[src/rtl/dcache_wb.sv]
// Direct-mapped write-back data cache. One outstanding line transfer at a time:
// a dirty victim is written back first, then the missing line is refilled.
module dcache_wb #(
  parameter int unsigned WORD_SIZE  = 32,
  parameter int unsigned LINE_WORDS = 4,
  parameter int unsigned NUM_LINES  = 4,
  parameter int unsigned ADDR_SIZE  = 32,
  localparam int unsigned LINE_BITS = WORD_SIZE * LINE_WORDS,
  localparam int unsigned LADDR     = ADDR_SIZE - $clog2(LINE_WORDS * WORD_SIZE / 8)
) (
  input  logic                 clk,
  input  logic                 rst,
  input  logic [ADDR_SIZE-1:0] Address,
  input  logic [WORD_SIZE-1:0] WriteDataM,
  input  logic                 ReadEnable,
  input  logic                 WriteEnable,
  input  logic                 ByteAccess,
  output logic [WORD_SIZE-1:0] Value,
  output logic                 CacheStall,
  input  logic [LINE_BITS-1:0] MemLine,
  input  logic                 MemReady,
  output logic [LINE_BITS-1:0] WriteLine,
  output logic [LADDR-1:0]     AMem,
  output logic                 MemRead,
  output logic                 MemWrite
);

  localparam int unsigned BPW = WORD_SIZE / 8;
  localparam int unsigned BO  = $clog2(BPW);
  localparam int unsigned BOW = (BO > 0) ? BO : 1;
  localparam int unsigned WO  = $clog2(LINE_WORDS);
  localparam int unsigned IX  = $clog2(NUM_LINES);
  localparam int unsigned OFF = BO + WO;
  localparam int unsigned TW  = ADDR_SIZE - OFF - IX;

  typedef enum logic [1:0] {StIdle, StWriteback, StRefill} state_t;

  state_t               r_state;
  logic [NUM_LINES-1:0] r_valid;
  logic [NUM_LINES-1:0] r_dirty;
  logic [TW-1:0]        r_tag  [NUM_LINES];
  logic [LINE_BITS-1:0] r_data [NUM_LINES];
  logic                 r_mem_read;
  logic                 r_mem_write;

  logic [BOW-1:0]       w_boff;
  logic [WO-1:0]        w_woff;
  logic [IX-1:0]        w_idx;
  logic [TW-1:0]        w_tag;
  logic                 w_hit;
  logic                 w_load;
  logic                 w_store;
  logic [LINE_BITS-1:0] w_line;
  logic [LINE_BITS-1:0] w_line_st;
  logic [WORD_SIZE-1:0] w_word;
  logic [7:0]           w_byte;

  if (BO > 0) begin : g_boff
    assign w_boff = Address[BOW-1:0];
  end else begin : g_no_boff
    assign w_boff = '0;
  end

  assign w_woff  = Address[OFF-1:BO];
  assign w_idx   = Address[OFF+IX-1:OFF];
  assign w_tag   = Address[ADDR_SIZE-1:OFF+IX];
  assign w_line  = r_data[w_idx];
  assign w_hit   = r_valid[w_idx] && (r_tag[w_idx] == w_tag);
  // A simultaneous load+store is served as a load; the store is dropped.
  assign w_load  = (r_state == StIdle) && ReadEnable && w_hit;
  assign w_store = (r_state == StIdle) && WriteEnable && !ReadEnable && w_hit;

  // Word/byte extraction for loads and lane-merged line image for stores.
  always_comb begin
    w_word    = '0;
    w_byte    = '0;
    w_line_st = w_line;
    for (int w = 0; w < LINE_WORDS; w++) begin
      if (WO'(w) == w_woff) begin
        w_word = w_line[w*WORD_SIZE +: WORD_SIZE];
        for (int b = 0; b < BPW; b++) begin
          if (BOW'(b) == w_boff) w_byte = w_line[w*WORD_SIZE + b*8 +: 8];
          if (!ByteAccess || (BOW'(b) == w_boff)) begin
            w_line_st[w*WORD_SIZE + b*8 +: 8] = WriteDataM[b*8 +: 8];
          end
        end
      end
    end
  end

  assign Value      = w_load ? (ByteAccess ? WORD_SIZE'(w_byte) : w_word) : '0;
  assign CacheStall = (r_state != StIdle) || ((ReadEnable || WriteEnable) && !w_hit);
  assign AMem       = (r_state == StWriteback) ? {r_tag[w_idx], w_idx} : {w_tag, w_idx};
  assign WriteLine  = w_line;
  assign MemRead    = r_mem_read;
  assign MemWrite   = r_mem_write;

  always_ff @(posedge clk) begin
    if (rst) begin
      r_state     <= StIdle;
      r_valid     <= '0;
      r_dirty     <= '0;
      r_mem_read  <= 1'b0;
      r_mem_write <= 1'b0;
    end else begin
      unique case (r_state)
        StIdle: begin
          if ((ReadEnable || WriteEnable) && !w_hit) begin
            if (r_valid[w_idx] && r_dirty[w_idx]) begin
              r_state     <= StWriteback;
              r_mem_write <= 1'b1;
            end else begin
              r_state    <= StRefill;
              r_mem_read <= 1'b1;
            end
          end else if (w_store) begin
            r_dirty[w_idx] <= 1'b1;
          end
        end
        StWriteback: begin
          if (MemReady) begin
            r_dirty[w_idx] <= 1'b0;
            r_state        <= StRefill;
            r_mem_write    <= 1'b0;
            r_mem_read     <= 1'b1;
          end
        end
        StRefill: begin
          if (MemReady) begin
            r_valid[w_idx] <= 1'b1;
            r_dirty[w_idx] <= 1'b0;
            r_state        <= StIdle;
            r_mem_read     <= 1'b0;
          end
        end
        default: r_state <= StIdle;
      endcase
    end
  end

  // Line storage is not reset; only the valid bits gate its use.
  always_ff @(posedge clk) begin
    if (!rst) begin
      if ((r_state == StRefill) && MemReady) begin
        r_data[w_idx] <= MemLine;
        r_tag[w_idx]  <= w_tag;
      end else if (w_store) begin
        r_data[w_idx] <= w_line_st;
      end
    end
  end

endmodule

[config.mk]
export PLATFORM = sky130hd
export DESIGN_NAME = dcache_wb
export DESIGN_NICKNAME = d
export VERILOG_FILES = /design/src/rtl/dcache_wb.sv
export SDC_FILE = /design/constraint.sdc
export NUM_CORES = 1
export LEC_CHECK = 0
export CORE_AREA = 4 4 234 236
export CTS_BUF_LIST = sky130_fd_sc_hd__clkbuf_4 sky130_fd_sc_hd__clkbuf_8 sky130_fd_sc_hd__clkbuf_16
export DETAILED_ROUTE_END_ITERATION = 6
export DIE_AREA = 0 0 238 240
export PLACE_DENSITY = 0.81
export SETUP_SLACK_MARGIN = 0.2
export SYNTH_ARGS = -nofsm -noshare
export SYNTH_HDL_FRONTEND = slang
export SYNTH_SLANG_ARGS = --single-unit
export TNS_END_PERCENT = 30
[constraint.sdc]
create_clock -name clk -period 17.2 [get_ports clk]
set_input_delay 1.72 -clock clk [delete_from_list [all_inputs] [get_ports clk]]
set_output_delay 1.72 -clock clk [all_outputs]
set_load 0.005 [all_outputs]
==> summary.md <==
| Metric | Value |
|---|---|
| Status | `finished clean` |
| Unique masters post-synth | `54` |
| Number of synthesized flops with an enable pin | `616` |
| Worst-margin pin slew | `1.23 ns` |
| Finish-stage setup viols | `0` |
| FF-to-FF path depth | `10` |
| Worst Clk Skew | `0.0217 ns` |
| PD cells | `97.6 mW/mm^2` |
| Gr usage total | `29.3%` |
| First-pass GRT wire length | `122000 microns` |
| Synth Instances | `between 1500 and 2000` |
| Area leader, netlist | `edfxtp_1` |
| Leakage | `12.0 nW` |
| CTS max path bufs | `3` |
| Final Cycle Share | `56.8%` |
| Syn Std Cell Area | `0.0293 sq mm` |
| Worst-path clk slew | `about 0.06 ns` |
| Largest net degree at the start of global routing | `129` |
| Via/cell ratio | `roughly 6.6` |
| Required time of the critical path | `between 15 and 20 ns` |
| Fin Setup TNS | `0 ns` |
| DRT antenna net count | `0` |
| Die span in y | `roughly 240 microns` |
| Vias | `approximately 18000` |
| Vias in the first global route | `roughly 18000` |
| Sink Count | `approximately 630` |
| Starting density of the core | `55.8%` |
| Worst skew pair latency | `0.62 ns` |
| Filler Cell Count | `about 3400` |
| Cell Count, Final, Fillers Out | `2669` |
| Initial DRC count | `~2000` |
| Final net count | `2122` |
| H-Tree Depth | `2` |
| Net count after synthesis | `between 1500 and 2000` |
| Initial antenna violation count | `9` |
| Arr. time, crit path | `8.05 ns` |
| Layout cells sized above 1 | `32.8%` |
| Final instance area | `0.0361 sq mm` |
| Max Fclk | `roughly 100 MHz` |
| Peak VDD IR | `around 0.00008 V` |
| IO Pins | `389` |
| Hold path depth | `1` |
| Final hold viol count | `0` |
| Reg-to-reg critical path startpoint | `r_tag[1][7]$_DFFE_PP_` |
| # DRC | `0` |
| Synth area leaders | `edfxtp_1 63%, mux4_2 16%, mux2_2 8.0%, mux2_4 3.6%, mux2i_1 1.1%` |
| Yosys reg bits | `628` |
| R2R Path End | `r_data[1][27]$_DFFE_PP_` |
| Hold Crit Class | `reg -> reg` |
| CTS tree | `yes` |
| Cts hold-fix bufs | `0` |
| Routed len/inst | `32.0 microns` |
| Max-slew headroom | `17.8%` |
| Register area share after synthesis | `64.0%` |
| Synth top area share | `63.2%` |
| Row cnt | `84` |
| Syn avg cell area | `around 19 sq um` |
| Inserted Clock Buffers | `61` |
| Die span in x | `around 240 microns` |
| Post-CTS sizing | `0` |
| Area of the core | `about 0.052 sq mm` |
| Post-CTS Setup Bufs | `0` |
| Die ar. | `0.0571 sq mm` |
| R2R setup slack | `11.28 ns` |
| Area post-placement | `0.0339 sq mm` |
| CP Class | `in -> out` |
| IO Port Bufs | `388` |
| Crit-path max FO | `65` |
| CTS root buffer | `clkbuf_16` |
| RSZ-0062 raised after global routing | `no` |
| Footprint of the multi-input gates | `0.0101 sq mm` |
| Synthesis Warnings | `0` |
| Routability cong. | `0.951` |
| Post-synth ARST share | `0%` |
| Minimum clock period | `between 9 and 10 ns` |
| Crit start category | `input port` |
| WL final | `85400 microns` |
| Number of max-cap violations | `0` |
| Synth Flop Type | `edfxtp_1` |
| Placed Instances | `2545` |
| Hpwl dp | `about 57000 microns` |
| Grt total ovfl | `0` |
| Reg area | `0.0187 sq mm` |
| CP Capture Point | `Value[7]` |
| CP startpoint | `Address[5]` |
| Drt first pass iters | `5` |
| Worst Setup End Kind | `output pin` |
| Max-slew violations | `0` |
| Synth-to-Final Area Change | `23.3%` |
## registers in the layout, indices dropped and copies added, names as in the netlist, named ones only
signal    count
MemRead       1
r_valid       4
r_tag       104
r_state       2
r_data      512
MemWrite      1
## cell usage in the layout, fill, tap and decap left out, types with 7 or more instances in the layout
cell type	count
clkinv_2	18
dfxtp_1	12
bufinv_16	11
a221oi_1	7
buf_4	34
mux2_2	209
nor2_1	31
mux4_2	205
mux2_4	70
nand2_1	40
mux2i_1	31
o21ai_0	16
a21oi_1	19
clkdlybuf4s50_1	383
clkinv_1	12
edfxtp_1	616
clkbuf_16	63
nand2b_1	7
inv_1	11
nor2b_1	37
diode_2	10
xnor2_1	20
## stage by stage
step / utilization, % / worst slack [ns] / total power, mW / hold slack, ns
6_report: 68.8 / 7.43 / 3.52 / 0.530
5_1_grt: 68.8 / 7.37 / 3.62 / 0.545
4_1_cts: 68.8 / 7.80 / 3.53 / 0.524
3_5_place_dp: 64.7 / 7.79 / 2.14 / 0.510
3_3_place_gp: 64.7 / 7.80 / 2.13 / 0.497
2_1_floorplan: - / 2.45 / 1.95 / 0.440
## layout make-up
class	instances	area share, %
well taps	688	2.39
repair buffers	422	11.5
flip-flops and latches	628	51.9
diodes	10	0.0693
clock inverters	45	1.42
clock buffers	69	4.49
inverters	14	0.146
multi-input cells	793	28.1
## critical path: stages
cell and delay, ns:
buf_6 0.49, buf_4 0.84, buf_4 0.85, mux2i_1 0.37, o22ai_1 0.14, a2111oi_0 0.58, o221ai_1 0.19, nor4b_1 0.94
nand2_1 0.74, a211oi_1 0.41, clkdlybuf4s50_1 0.57
## cell usage after synthesis, drive strengths merged (4+ instances only)
master  count
a211oi      4
a21o        6
a21oi      22
a221oi      7
a31o        5
a31oi       5
and2        5
buf        44
clkbuf     43
dfxtp      12
edfxtp    616
ha          4
inv        11
mux2      285
mux2i      31
mux4      205
nand2      40
nand2b      7
nand3       6
nor2       34
nor2b      37
nor3        8
o211ai      5
o21ai      16
o22ai       4
xnor2      20
## routing by layer
| metal | GRT usage, % | wire length, microns |
|---|---|---|
| met1 | 40.6 | 31600 |
| met2 | 45.6 | 40100 |
| met3 | 7.40 | 9960 |
| met4 | 11.5 | 3750 |
| met5 | 0 | 0 |
## how the worst min path moves through the flow
stage | startpoint | end | slack [ns]
finish | r_valid[2]$_SDFFE_PP0P_ | r_valid[2]$_SDFFE_PP0P_ | 0.53
global route | r_valid[2]$_SDFFE_PP0P_ | r_valid[2]$_SDFFE_PP0P_ | 0.54
CTS | r_valid[2]$_SDFFE_PP0P_ | r_valid[2]$_SDFFE_PP0P_ | 0.52
detailed placement | r_valid[0]$_SDFFE_PP0P_ | r_valid[0]$_SDFFE_PP0P_ | 0.51
global placement | r_valid[2]$_SDFFE_PP0P_ | r_valid[2]$_SDFFE_PP0P_ | 0.50
floorplan | r_valid[2]$_SDFFE_PP0P_ | r_valid[2]$_SDFFE_PP0P_ | 0.44
## power breakdown
part | internal, mW | switching [mW]
registers | 1.70 | 0.00564
logic | 0.204 | 0.200
clock network | 0.841 | 0.568
## kinds of logic after synthesis
| family | after synthesis | share of synthesized area, % |
|---|---|---|
| AO/OA/AOI/OAI | 94 | 2.19 |
| XOR/XNOR | 21 | 0.629 |
| adder cells (fa/ha/maj) | 4 | 0.171 |
| buffers and inverters | 101 | 1.64 |
| flip-flops | 628 | 64.0 |
| multiplexers | 521 | 28.7 |
| AND/OR/NAND/NOR | 153 | 2.63 |
Power figures use the tool's default switching activity.
